<file path="src/rtl/imem_axi_read_master.sv">
// Instruction-fetch AXI read master: IDLE/ADDR/DATA/DONE with one read outstanding.
// Define IMEM_PREFETCH_BUF_EN to add a 4-word line buffer filled by INCR bursts of 4.
module imem_axi_read_master #(
   parameter logic [3:0] MASTER_ID = 4'd0
) (
   input  logic        ACLK,
   input  logic        ARESETn,
   input  logic        cpu_req,
   input  logic [31:0] cpu_addr,
   output logic [31:0] cpu_rdata,
   output logic        cpu_stall,
   output logic        cpu_err,
   output logic [3:0]  M_ARID,
   output logic [31:0] M_ARADDR,
   output logic [3:0]  M_ARLEN,
   output logic [2:0]  M_ARSIZE,
   output logic [1:0]  M_ARBURST,
   output logic        M_ARVALID,
   input  logic        M_ARREADY,
   input  logic [3:0]  M_RID,
   input  logic [31:0] M_RDATA,
   input  logic [1:0]  M_RRESP,
   input  logic        M_RLAST,
   input  logic        M_RVALID,
   output logic        M_RREADY
);
   typedef enum logic [1:0] {IDLE, ADDR, DATA, DONE} state_t;

   state_t      state;
   logic [31:0] rdata_reg;
   logic [1:0]  beat_cnt;
   logic        err_flag;
   logic        hit;
   logic        beat;
   logic        beat_err;
   logic [31:0] hit_word;
   logic [31:0] fill_addr;
   logic [3:0]  fill_len;
   logic [1:0]  req_word;
   logic        unused_addr_bits;

   assign unused_addr_bits = ^cpu_addr[1:0];

   assign M_ARID    = MASTER_ID;
   assign M_ARSIZE  = 3'b010;
   assign M_ARBURST = 2'b01;

   // M_RREADY is high for the whole DATA state, so any RVALID there is a beat.
   assign beat      = (state == DATA) && M_RVALID;
   assign cpu_stall = cpu_req && (state != DONE) && !hit;
   assign cpu_rdata = hit ? hit_word : rdata_reg;

`ifdef IMEM_PREFETCH_BUF_EN
   logic [31:0] line_mem [4];
   logic [27:0] tag_reg;
   logic        valid_reg;
   logic [1:0]  word_reg;

   assign hit       = (state == IDLE) && cpu_req && valid_reg && (tag_reg == cpu_addr[31:4]);
   assign hit_word  = line_mem[cpu_addr[3:2]];
   assign fill_addr = {cpu_addr[31:4], 4'b0000};
   assign fill_len  = 4'd3;
   assign req_word  = word_reg;
   // A well-formed line fill ends exactly on its fourth beat.
   assign beat_err  = (M_RRESP != 2'b00) || (M_RID != MASTER_ID) ||
                      (M_RLAST != (beat_cnt == 2'd3));

   always_ff @(posedge ACLK) begin
      if (beat)
         line_mem[beat_cnt] <= M_RDATA;
   end

   always_ff @(posedge ACLK or negedge ARESETn) begin
      if (!ARESETn) begin
         valid_reg <= 1'b0;
         tag_reg   <= '0;
         word_reg  <= '0;
      end else if ((state == IDLE) && cpu_req && !hit) begin
         valid_reg <= 1'b0;
         word_reg  <= cpu_addr[3:2];
      end else if (beat && M_RLAST) begin
         valid_reg <= !(err_flag || beat_err);
         tag_reg   <= M_ARADDR[31:4];
      end
   end
`else
   assign hit       = 1'b0;
   assign hit_word  = rdata_reg;
   assign fill_addr = {cpu_addr[31:2], 2'b00};
   assign fill_len  = 4'd0;
   assign req_word  = 2'd0;
   assign beat_err  = (M_RRESP != 2'b00) || (M_RID != MASTER_ID);
`endif

   always_ff @(posedge ACLK or negedge ARESETn) begin
      if (!ARESETn) begin
         state     <= IDLE;
         M_ARVALID <= 1'b0;
         M_ARADDR  <= '0;
         M_ARLEN   <= '0;
         M_RREADY  <= 1'b0;
         cpu_err   <= 1'b0;
         rdata_reg <= '0;
         err_flag  <= 1'b0;
         beat_cnt  <= '0;
      end else begin
         case (state)
            IDLE: begin
               if (hit) begin
                  rdata_reg <= hit_word;
               end else if (cpu_req) begin
                  M_ARADDR  <= fill_addr;
                  M_ARLEN   <= fill_len;
                  M_ARVALID <= 1'b1;
                  beat_cnt  <= '0;
                  err_flag  <= 1'b0;
                  state     <= ADDR;
               end
            end
            ADDR: begin
               if (M_ARREADY) begin
                  M_ARVALID <= 1'b0;
                  M_RREADY  <= 1'b1;
                  state     <= DATA;
               end
            end
            DATA: begin
               if (M_RVALID) begin
                  beat_cnt <= beat_cnt + 2'd1;
                  if (beat_cnt == req_word)
                     rdata_reg <= M_RDATA;
                  if (beat_err)
                     err_flag <= 1'b1;
                  if (M_RLAST) begin
                     M_RREADY <= 1'b0;
                     cpu_err  <= err_flag || beat_err;
                     state    <= DONE;
                  end
               end
            end
            DONE: begin
               cpu_err  <= 1'b0;
               err_flag <= 1'b0;
               state    <= IDLE;
            end
            default: state <= IDLE;
         endcase
      end
   end
endmodule

</file>
<file path="config.mk">
export PLATFORM = sky130hd
export DESIGN_NAME = imem_axi_read_master
export DESIGN_NICKNAME = d
export VERILOG_FILES = /design/src/rtl/imem_axi_read_master.sv
export SDC_FILE = /design/constraint.sdc
export NUM_CORES = 1
export LEC_CHECK = 0
export BUFFER_PORTS_ARGS = -buffer_cell sky130_fd_sc_hd__buf_2
export CELL_PAD_IN_SITES_DETAIL_PLACEMENT = 1
export CELL_PAD_IN_SITES_GLOBAL_PLACEMENT = 1
export CORE_MARGIN = 4
export CORE_UTILIZATION = 32
export DETAILED_ROUTE_END_ITERATION = 8
export GPL_TIMING_DRIVEN = 0
export PLACE_DENSITY = 0.81
export SYNTH_ARGS = -nofsm -noshare
export SYNTH_HDL_FRONTEND = slang
export SYNTH_SLANG_ARGS = --single-unit
</file>
<file path="constraint.sdc">
create_clock -name ACLK -period 1.6 [get_ports ACLK]
set_input_delay 0.32 -clock ACLK [delete_from_list [all_inputs] [get_ports ACLK]]
set_output_delay 0.32 -clock ACLK [all_outputs]
set_load 0.005 [all_outputs]
</file>
==> impl_metrics.json <==
{
  "status": "completed",
  "synth-main-ff-cell": "dfrtp_1",
  "grt_use_total": 0.134,
  "final_nets": 453,
  "clk_path_buf_depth": 2,
  "power.density_mw_per_mm2": 1910,
  "synth_area_mm2": 0.00309,
  "grt_pass1_wl_um": 11900,
  "worst_pin_slew_ps": 892,
  "critPathKind": "flop to flop",
  "dp_hpwl_um": 5710,
  "synth-seq-area-share": 0.568,
  "viasPerCell": 4.28,
  "synth_edf_count": 0,
  "synth_commonest_cells": "dfrtp_1 (70), mux2_2 (32), mux2_4 (30)",
  "finalCritPeriodShare": 0.971,
  "yosys_warnings": 0,
  "wl_per_cell_um": 15.4,
  "critical_path.startpoint_type": "flop",
  "hp-class": "input port to asynchronous set/reset pin",
  "ys_ff_latch": 70,
  "critical_path.endpoint_type": "flop",
  "die_area_mm2": 0.0113,
  "syn_inst": 202,
  "synth_top_area_frac": 0.568,
  "fin_util": 0.464,
  "cts_buffers": 9,
  "area_growth_pct": 40.2,
  "die_x_um": 106,
  "die_height_um": 106,
  "ioPinCount": 157,
  "tritoncts": "done",
  "cts.sinks": 70,
  "worstPathArrival_ps": 1770,
  "p_leak_nw": 2.26,
  "drv_slew": 0,
  "synth_area_leaders": "dfrtp_1 (57%), mux2_4 (15%), mux2_2 (12%)",
  "fmax_mhz": 643,
  "ant_nets": 0,
  "finalClockSkew_ps": 10.4,
  "grt_overflow_total": 0,
  "required_ps": 1810,
  "irDropWorstVdd_uv": 675,
  "finalPower_mw": 8.25,
  "dpl-instance-area_mm2": 0.00399,
  "gp_congestion": 0.707,
  "drt-total-wl_um": 7750,
  "core_area_mm2": 0.00933,
  "rsz0062_at_grt": "no",
  "postLayoutCellArea_mm2": 0.00433,
  "path_clk_slew_ps": 80,
  "insertion_delay_ps": 330,
  "rows": 35,
  "synth.most_common_cell": "dfrtp_1",
  "path_max_fanout": 4,
  "syn_area_per_cell_um2": 15.3,
  "drc": 0,
  "slew_headroom": 0.406,
  "setup-violations-final": 0,
  "fillCellCount": 1020,
  "initial_core_util": 0.331,
  "fin_crit_ps": 1550,
  "synth_top_cell_by_area": "dfrtp_1",
  "drive_gt1_frac": 0.688,
  "grt_pass1_vias": 2343,
  "finalHoldViolCount": 0,
  "antenna_found_initial": 0,
  "portBuffers": 139,
  "root_buffer": "clkbuf_8",
  "vias": 2157,
  "drv_cap": 0,
  "grt_start_max_net_pins": 71,
  "insertedDiodeCount": 0,
  "synthDistinctLibCells": 30,
  "synth-async-reset-ratio": 1.00,
  "htree_levels": 3,
  "firstDrtPassIters": 3,
  "drt_first_iter_violations": 58
}
stage by stage:
stage,hold slack (ps),setup WS [ps],instances,setup TNS [ps]
after floorplan,24.4,84.9,215,0
after global placement,483,-135,483,-11190
after detailed placement,488,-134,483,-3410
after CTS,124,4.55,500,0
after global routing,155,7.84,504,0
final,96.1,45.7,504,0
area by class of cell:
cell class | instances | area (um^2) | share of cell area
buffer | 22 | 180 | 0.0416
tap | 129 | 161 | 0.0373
clock buffer | 10 | 138 | 0.0318
inverter | 7 | 26.3 | 0.00607
sequential | 70 | 1750 | 0.405
clock inverter | 5 | 83.8 | 0.0194
timing repair buffer | 145 | 743 | 0.172
multi-input combinational | 116 | 1240 | 0.287
state kept, by name, indices dropped and copies added (netlist names):
register and cells:
err_flag 1, state 2, cpu_rdata 32, M_ARADDR 30, M_RREADY 1, M_ARVALID 1
beat_cnt 2, cpu_err 1
worst paths after layout:
check                        startpoint       endpoint  slack (ps)  cells past startpoint
setup / recovery               state[1]       state[1]          50                      5
hold / removal                  ARESETn  cpu_rdata[31]         100                      1
setup reg to reg               state[1]       state[1]          50                      5
hold reg to reg             M_ARADDR[2]    M_ARADDR[2]         500                      1
max in group asynchronous       ARESETn       state[1]         850                      1
min in group ACLK          cpu_addr[16]   M_ARADDR[16]         210                      2
power breakdown:
part           switching, mW  internal [mW]  total [mW]
combinational           1.36           2.16        3.53
sequential             0.479           2.67        3.15
clock                  0.656          0.914        1.57
cells in the final DEF (no fill, tap or decap), drive strengths merged:
cell type / Yosys / final
mux2i: 1 / 1
a21oi: 2 / 2
conb: 2 / 15
nand3: 1 / 1
nand2: 4 / 4
nor3b: 1 / 1
a311oi: 1 / 1
o32a: 1 / 1
or4: 1 / 1
o21ai: 4 / 4
nand2b: 1 / 1
nor4: 1 / 1
o41ai: 1 / 1
o22ai: 1 / 1
clkinv: 0 / 1
clkbuf: 0 / 10
o221ai: 1 / 1
buf: 22 / 167
and3b: 2 / 2
a31oi: 2 / 2
a211oi: 1 / 1
nor2b: 4 / 4
mux2: 63 / 63
inv: 7 / 7
bufinv: 0 / 2
a22o: 2 / 2
ha: 6 / 6
dfrtp: 70 / 70
clkinvlp: 0 / 2
logic make-up after synthesis:
kind of cell / synth area share
buf+inv: 0.0625
flops: 0.568
compound gates: 0.0373
mux: 0.270
simple gates: 0.0361
fa+ha+maj: 0.0243
other cells: 0.00243
worst max-delay path, stage by stage (launching register included):
cell and delay (ps):
dfrtp_2 430, inv_2 80, ha_1 220, nor2b_2 190, a211oi_4 200, mux2_4 320
routing by layer:
layer / wire length, um / global-route usage / share of wire / vias to the layer above
li1: - / - / - / 1012
met1: 3020 / 0.153 / 0.39 / 1058
met2: 4160 / 0.235 / 0.54 / 76
met3: 441 / 0.0443 / 0.057 / 11
met4: 123 / 0.0407 / 0.016 / 0
met5: 0 / 0 / 0 / -
timing repair:
item,4_1_cts,5_1_grt
buffers inserted,2,4
resized for setup,7,12
gates cloned,0,0
pin swaps,1,2
endpoints found under the setup margin,31,4
hold buffers,0,0
endpoints found under the hold margin,0,0
No activity file was read; power rests on OpenSTA's default activity.
